`config.mk`:
```
export PLATFORM = sky130hd
export DESIGN_NAME = inst_queue_flat
export DESIGN_NICKNAME = d
export VERILOG_FILES = /design/src/rtl/instq_pkg.sv /design/src/rtl/inst_queue_if.sv /design/src/rtl/instq_prefix_cnt.sv /design/src/rtl/inst_queue.sv /design/src/flat_wrapper.sv
export SDC_FILE = /design/constraint.sdc
export NUM_CORES = 2
export LEC_CHECK = 0
export CAP_MARGIN = 10
export CORE_ASPECT_RATIO = 0.75
export CORE_MARGIN = 2
export CORE_UTILIZATION = 58
export CTS_BUF_LIST = sky130_fd_sc_hd__clkbuf_2 sky130_fd_sc_hd__clkbuf_4 sky130_fd_sc_hd__clkbuf_8
export DETAILED_ROUTE_END_ITERATION = 6
export PLACE_DENSITY = 0.8
export SLEW_MARGIN = 30
export SYNTH_ARGS = -nofsm -noshare
export SYNTH_HDL_FRONTEND = slang
export SYNTH_SLANG_ARGS = --single-unit
```
`constraint.sdc`:
```
create_clock -name clk -period 19.2 [get_ports clk]
set_clock_uncertainty 0.15 [all_clocks]
set_input_delay 1.92 -clock clk [delete_from_list [all_inputs] [get_ports clk]]
set_output_delay 1.92 -clock clk [all_outputs]
set_load 0.02 [all_outputs]
```
`src/rtl/instq_pkg.sv`:
```
// Shared definitions for the instruction queue: field widths, entry layout and lane slicing.
package instq_pkg;

    localparam int unsigned PC_W      = 32;
    localparam int unsigned INST_W    = 32;
    localparam int unsigned ENTRY_W   = 96;
    localparam int unsigned MAX_LANES = 4;

    // Bit offsets of each field inside a packed entry
    localparam int unsigned INST_LSB = 0;
    localparam int unsigned NPC_LSB  = INST_LSB + INST_W;
    localparam int unsigned PC_LSB   = NPC_LSB + PC_W;

    typedef struct packed {
        logic [PC_W-1:0]   pc;
        logic [PC_W-1:0]   npc;
        logic [INST_W-1:0] inst;
    } entry_t;

    typedef logic [MAX_LANES*32-1:0] lane_bus_t;

    function automatic logic [31:0] lane_slice(input lane_bus_t bus, input int unsigned k);
        return bus[k*32 +: 32];
    endfunction

endpackage

```
`src/rtl/inst_queue_if.sv`:
```
// Producer/consumer bundle for inst_queue; stat outputs exist only with INSTQ_STAT_EN.
interface inst_queue_if #(
    parameter int unsigned DEPTH = 8,
    parameter int unsigned ENQ_W = 2,
    parameter int unsigned DEQ_W = 2
);
    import instq_pkg::*;

    localparam int unsigned CNT_W = $clog2(DEPTH) + 1;

    logic                    flush;
    logic [ENQ_W-1:0]        enq_valid;
    logic [PC_W*ENQ_W-1:0]   enq_pc;
    logic [PC_W*ENQ_W-1:0]   enq_npc;
    logic [INST_W*ENQ_W-1:0] enq_inst;
    logic                    enq_ready;
    logic [DEQ_W-1:0]        deq_valid;
    logic [PC_W*DEQ_W-1:0]   deq_pc;
    logic [PC_W*DEQ_W-1:0]   deq_npc;
    logic [INST_W*DEQ_W-1:0] deq_inst;
    logic [DEQ_W-1:0]        deq_ack;
    logic [CNT_W-1:0]        count;
`ifdef INSTQ_STAT_EN
    logic [31:0]             stat_stall_cyc;
    logic [CNT_W-1:0]        stat_hwm;
`endif

    modport master (
        output flush, enq_valid, enq_pc, enq_npc, enq_inst, deq_ack,
`ifdef INSTQ_STAT_EN
        input  stat_stall_cyc, stat_hwm,
`endif
        input  enq_ready, deq_valid, deq_pc, deq_npc, deq_inst, count
    );

    modport slave (
        input  flush, enq_valid, enq_pc, enq_npc, enq_inst, deq_ack,
`ifdef INSTQ_STAT_EN
        output stat_stall_cyc, stat_hwm,
`endif
        output enq_ready, deq_valid, deq_pc, deq_npc, deq_inst, count
    );

endinterface

```
`src/rtl/instq_prefix_cnt.sv`:
```
// Length of the contiguous run of ones starting at bit 0.
module instq_prefix_cnt #(
    parameter  int unsigned W  = 2,
    localparam int unsigned CW = $clog2(W + 1)
) (
    input  logic [W-1:0]  bits,
    output logic [CW-1:0] cnt
);

    logic run;

    always_comb begin
        cnt = '0;
        run = 1'b1;
        for (int unsigned i = 0; i < W; i++) begin
            run = run & bits[i];
            if (run) cnt = cnt + CW'(1);
        end
    end

endmodule

```
`src/rtl/inst_queue.sv`:
```
// Multi-lane circular instruction queue with flush; INSTQ_STAT_EN adds stall/high-water stats.
module inst_queue
    import instq_pkg::*;
#(
    parameter int unsigned DEPTH = 8,
    parameter int unsigned ENQ_W = 2,
    parameter int unsigned DEQ_W = 2
) (
    input  logic       clk,
    input  logic       rst,
    inst_queue_if.slave q
);

    localparam int unsigned PTR_W  = $clog2(DEPTH);
    localparam int unsigned CNT_W  = PTR_W + 1;
    localparam int unsigned ENQ_CW = $clog2(ENQ_W + 1);
    localparam int unsigned DEQ_CW = $clog2(DEQ_W + 1);

    logic [PTR_W-1:0]  head;
    logic [PTR_W-1:0]  tail;
    logic [CNT_W-1:0]  count;
    logic [CNT_W-1:0]  count_next;
    entry_t            mem [DEPTH];

    logic              enq_ready;
    logic [DEQ_W-1:0]  deq_valid;
    logic [ENQ_CW-1:0] n_enq_raw;
    logic [DEQ_CW-1:0] n_deq_raw;
    logic [CNT_W-1:0]  n_enq;
    logic [CNT_W-1:0]  n_deq;

    lane_bus_t pc_bus;
    lane_bus_t npc_bus;
    lane_bus_t inst_bus;

    assign pc_bus   = lane_bus_t'(q.enq_pc);
    assign npc_bus  = lane_bus_t'(q.enq_npc);
    assign inst_bus = lane_bus_t'(q.enq_inst);

    instq_prefix_cnt #(.W(ENQ_W)) u_enq_cnt (
        .bits (q.enq_valid),
        .cnt  (n_enq_raw)
    );

    instq_prefix_cnt #(.W(DEQ_W)) u_deq_cnt (
        .bits (q.deq_ack & deq_valid),
        .cnt  (n_deq_raw)
    );

    // Readiness looks only at the registered count, so a same-cycle dequeue never frees room
    assign enq_ready  = (count <= CNT_W'(DEPTH - ENQ_W));
    assign n_enq      = enq_ready ? CNT_W'(n_enq_raw) : '0;
    assign n_deq      = CNT_W'(n_deq_raw);
    assign count_next = count + n_enq - n_deq;

    always_comb begin
        deq_valid = '0;
        for (int unsigned k = 0; k < DEQ_W; k++) begin
            deq_valid[k] = (count > CNT_W'(k));
        end
    end

    always_ff @(posedge clk or posedge rst) begin
        if (rst) begin
            head  <= '0;
            tail  <= '0;
            count <= '0;
        end else if (q.flush) begin
            head  <= '0;
            tail  <= '0;
            count <= '0;
        end else begin
            head  <= head + PTR_W'(n_deq);
            tail  <= tail + PTR_W'(n_enq);
            count <= count_next;
        end
    end

    always_ff @(posedge clk) begin
        if (!q.flush) begin
            for (int unsigned k = 0; k < ENQ_W; k++) begin
                if (CNT_W'(k) < n_enq) begin
                    mem[tail + PTR_W'(k)] <= '{pc:   lane_slice(pc_bus, k),
                                               npc:  lane_slice(npc_bus, k),
                                               inst: lane_slice(inst_bus, k)};
                end
            end
        end
    end

    // Stale storage is never observable: lanes beyond the occupancy read as zero
    always_comb begin
        entry_t e;
        e          = '0;
        q.deq_pc   = '0;
        q.deq_npc  = '0;
        q.deq_inst = '0;
        for (int unsigned k = 0; k < DEQ_W; k++) begin
            if (deq_valid[k]) begin
                e = mem[head + PTR_W'(k)];
                q.deq_pc[k*PC_W +: PC_W]       = e.pc;
                q.deq_npc[k*PC_W +: PC_W]      = e.npc;
                q.deq_inst[k*INST_W +: INST_W] = e.inst;
            end
        end
    end

    assign q.enq_ready = enq_ready;
    assign q.deq_valid = deq_valid;
    assign q.count     = count;

`ifdef INSTQ_STAT_EN
    logic [31:0]      stall_cyc;
    logic [CNT_W-1:0] hwm;

    always_ff @(posedge clk or posedge rst) begin
        if (rst) begin
            stall_cyc <= '0;
            hwm       <= '0;
        end else begin
            if (q.enq_valid[0] && !enq_ready && (stall_cyc != '1)) begin
                stall_cyc <= stall_cyc + 32'd1;
            end
            if (!q.flush && (count_next > hwm)) begin
                hwm <= count_next;
            end
        end
    end

    assign q.stat_stall_cyc = stall_cyc;
    assign q.stat_hwm       = hwm;
`endif

endmodule

```
`src/flat_wrapper.sv`:
```
// flat-port wrapper written by rule: the top's interface ports become plain ports
module inst_queue_flat import instq_pkg::*;
#(
    parameter int unsigned DEPTH = 8,
    parameter int unsigned ENQ_W = 2,
    parameter int unsigned DEQ_W = 2
)
  (clk, rst, q_flush, q_enq_valid, q_enq_pc, q_enq_npc, q_enq_inst, q_deq_ack, q_enq_ready, q_deq_valid, q_deq_pc, q_deq_npc, q_deq_inst, q_count);
  inst_queue_if #(.DEPTH(DEPTH), .ENQ_W(ENQ_W), .DEQ_W(DEQ_W)) q_i ();
  input  logic clk;
  input  logic rst;
  input wire logic [$bits(q_i.flush)-1:0] q_flush;
  input wire logic [$bits(q_i.enq_valid)-1:0] q_enq_valid;
  input wire logic [$bits(q_i.enq_pc)-1:0] q_enq_pc;
  input wire logic [$bits(q_i.enq_npc)-1:0] q_enq_npc;
  input wire logic [$bits(q_i.enq_inst)-1:0] q_enq_inst;
  input wire logic [$bits(q_i.deq_ack)-1:0] q_deq_ack;
  output wire logic [$bits(q_i.enq_ready)-1:0] q_enq_ready;
  output wire logic [$bits(q_i.deq_valid)-1:0] q_deq_valid;
  output wire logic [$bits(q_i.deq_pc)-1:0] q_deq_pc;
  output wire logic [$bits(q_i.deq_npc)-1:0] q_deq_npc;
  output wire logic [$bits(q_i.deq_inst)-1:0] q_deq_inst;
  output wire logic [$bits(q_i.count)-1:0] q_count;
  assign q_i.flush = q_flush;
  assign q_i.enq_valid = q_enq_valid;
  assign q_i.enq_pc = q_enq_pc;
  assign q_i.enq_npc = q_enq_npc;
  assign q_i.enq_inst = q_enq_inst;
  assign q_i.deq_ack = q_deq_ack;
  assign q_enq_ready = q_i.enq_ready;
  assign q_deq_valid = q_i.deq_valid;
  assign q_deq_pc = q_i.deq_pc;
  assign q_deq_npc = q_i.deq_npc;
  assign q_deq_inst = q_i.deq_inst;
  assign q_count = q_i.count;
  inst_queue #(.DEPTH(DEPTH), .ENQ_W(ENQ_W), .DEQ_W(DEQ_W)) u_core (.clk(clk), .rst(rst), .q(q_i));
endmodule
```
==> flow_metrics.tcl <==
set metrics [dict create \
    status "finished with violations" \
    violations "DRC" \
    rows 88 \
    hold_path.startpoint "u_core.tail[2]" \
    fmax_mhz 128 \
    grt_max_degree 201 \
    io_pins 398 \
    synth_top_family_by_area "multiplexers" \
    ys_ff_latch 778 \
    finalSetupTns_ns 0 \
    synth_seq_area_share_pct 51.4 \
    synth_simple_gate_area_share_pct 4.70 \
    die_area_um2 80500 \
    ys_top_cells_by_area "edfxtp_1 (51%), mux2_2 (17%), mux4_2 (9.5%)" \
    gp_congestion 0.844 \
    drt_pre_antenna_iters 7 \
    finalCritPeriodShare_pct 40.8 \
    min_path_type "flip-flop to flip-flop" \
    crit_path_end_kind "output port" \
    cts_hold_buf 0 \
    finalNetCount 3510 \
    grt_pass1_wl_um 205000 \
    tightest_slew_ns 1.10 \
    synth_top_area_share_pct 50.9 \
    fillers 5241 \
    r2r_end "u_core.q.count[3]" \
    maxSlewViolCount 0 \
    cts_buffers 131 \
    r2r_slack_ns 14.82 \
    syn-num-nets 3194 \
    clk_latency_ns 0.79 \
    most-common-layout-cells "edfxtp_1 (768), mux2_2 (699), clkdlybuf4s50_1 (397), nor2b_1 (197)" \
    dp_cells 4193 \
    cts.clk_slew.worst_paths_ns 0.06 \
    layout_commonest_cell "edfxtp_1" \
    grt_remaining_overflow 0 \
    netlist-cell-type-count 44 \
    core-area_um2 77200 \
    min_to "u_core.tail[2]" \
    final_cells 4444 \
    synth_area_per_cell_um2 15.2 \
    num_vias 31300 \
    synth-compound-area-share_pct 7.35 \
    required_ns 17.13 \
    routed_wl_um 141000 \
    cts_tree "built" \
    ys_warn_count 0 \
    critPathKind "flip-flop to output port" \
    reg2reg_depth 12 \
    hold_depth 2 \
    yosysTopAreaCell "edfxtp_1" \
    die_y_um 246 \
    maxSlewHeadroom_pct 26.9 \
    start_util_pct 58.8 \
    cts_resized 0 \
    wire_per_inst_um 31.7 \
    drt_iter0_drc 3581 \
    synthMuxAreaShare_pct 32.9 \
    synth_xor_area_share_pct 0.193 \
    seq_area_um2 23300 \
    synth_adder_area_share_pct 0.480 \
    cp.arrival_ns 5.77 \
    final_hold_viol_count 0 \
    p_leak_nw 16.6 \
    ctsRootBufferMaster "clkbuf_8" \
    grt_usage_pct 34.5 \
    rsz0062_at_grt "no" \
    vdd_drop_max_v 0.000129 \
    crit_fanout 54 \
    avgViaCountPerCell 7.03 \
    postCtsSetupBuffers 0 \
    antenna_found_initial 30 \
    cap_violations 0 \
    syn2layout_area_growth_pct 16.0 \
    period_minus_slack_ns 7.84 \
    clkSinkCount 778 \
    power_density_nw_per_um2 137 \
    syn_inst 2980 \
    rr_startpoint "u_core.q.count[3]" \
    finalSetupViolCount 0 \
    postRouteAntennaNets 0 \
    multi_input_area_um2 20800 \
    io_buffers 397 \
    cts_htree_levels 4 \
    syn_area_um2 45300 \
    cts_buffer_depth 3 \
    critical_path.startpoint_type "flip-flop" \
    drive_gt1_share_pct 34.7 \
    grt_pass1_vias 32200 \
    drc 11 \
    die_w_um 327 \
    dp_hpwl_um 76600 \
]
layer usage:
metal / routed length, um / vias to the layer above / part of all wire [%] / track usage, %
met5: 118 / - / 0.084 / 0
met4: 5390 / 18 / 3.8 / 16.1
met3: 14200 / 372 / 10 / 8.20
met2: 68100 / 1840 / 48 / 56.0
met1: 53000 / 16100 / 38 / 44.0
li1: - / 13000 / - / -
Yosys cell counts:
cell       number
xnor2_1         3
buf_2          96
mux2_1         69
mux4_2        192
nand2_1         5
nor3_2          2
and2b_1         2
nor2b_1       198
nand3_4         2
nand3_1         2
a21o_1          1
buf_1          20
a22o_1        192
fa_1            4
a22oi_1         6
inv_2           1
edfxtp_1      768
buf_4          19
and4bb_2        1
and4b_1         1
inv_1          13
a211oi_1       96
mux2i_1       192
mux2_2        699
xor2_1          2
and3_1          1
a21oi_1         4
nor3b_1         1
mux2i_4         1
nand2b_1        1
dfrtp_1        10
ha_1           11
nor2_1         19
nor3_4          2
buf_6           9
nor4_1         96
xnor2_2         1
a2111oi_0      96
xor2_4          1
nand4_1         1
clkbuf_1      132
and3b_1         1
and2_1          5
a32oi_1         2
layout make-up:
type | count | share of cell area (%)
antenna | 25 | 0.119
clock buffer | 179 | 4.17
clock inverter | 42 | 0.452
inverter | 14 | 0.0999
multi-input combinational | 1912 | 39.6
sequential | 778 | 44.4
tap | 1035 | 2.46
timing repair buffer | 459 | 8.73
report_power, final:
part | switching (mW) | internal, mW
sequential | 0.0753 | 1.97
combinational | 2.05 | 1.68
clock | 0.684 | 0.760
total | 2.81 | 4.41
how the worst max path moves through the flow:
| stage | startpoint | to | slack [ns] | cells after the start |
|---|---|---|---|---|
| global route | u_core.head[0] | q_deq_inst[32] | 11.27 | 6 |
| floorplan | q_flush | u_core.mem[5][0] | 11.96 | 4 |
| finish | u_core.head[2] | q_deq_npc[61] | 11.36 | 7 |
| CTS | u_core.head[1] | q_deq_inst[32] | 11.03 | 6 |
| detailed placement | u_core.head[1] | q_deq_inst[32] | 11.92 | 6 |
| global placement | u_core.head[1] | q_deq_inst[32] | 11.91 | 6 |
metrics by stage:
stage	total power, mW	hold slack (ns)	cell area [um2]	setup WS, ns	util [%]
after floorplan	4.37	0.490	45300	11.96	-
after global placement	5.70	0.582	49900	11.91	64.6
after detailed placement	5.76	0.617	50000	11.92	64.7
after CTS	7.20	0.629	52400	11.03	67.9
after global routing	7.46	0.666	52600	11.27	68.1
final	7.22	0.623	52600	11.36	68.1
worst max-delay path, stage by stage (launching register included):
cell             delay [ns]
dfrtp_4                0.77
buf_4                  0.61
xnor2_1                0.23
nor2_4                 0.78
buf_4                  0.51
buf_4                  0.86
a22o_1                 0.43
clkdlybuf4s50_1        0.67
flip-flops by register name (all words and copies together) (netlist names):
name	cells
u_core.head	3
u_core.tail	3
u_core.mem	768
u_core.q.count	4
cell families (layout without fill, tap and decap cells):
kind of cell	count (synthesis)	count (layout)
buffers and inverters	290	694
adders and majority gates	15	15
other	0	25
DFF	778	778
muxes	1153	1153
xor gates and xnor gates	7	7
AOI/OAI and AO/OA	397	397
and+or+nand+nor	340	340
Note: power is estimated with default switching activity, not from simulation.
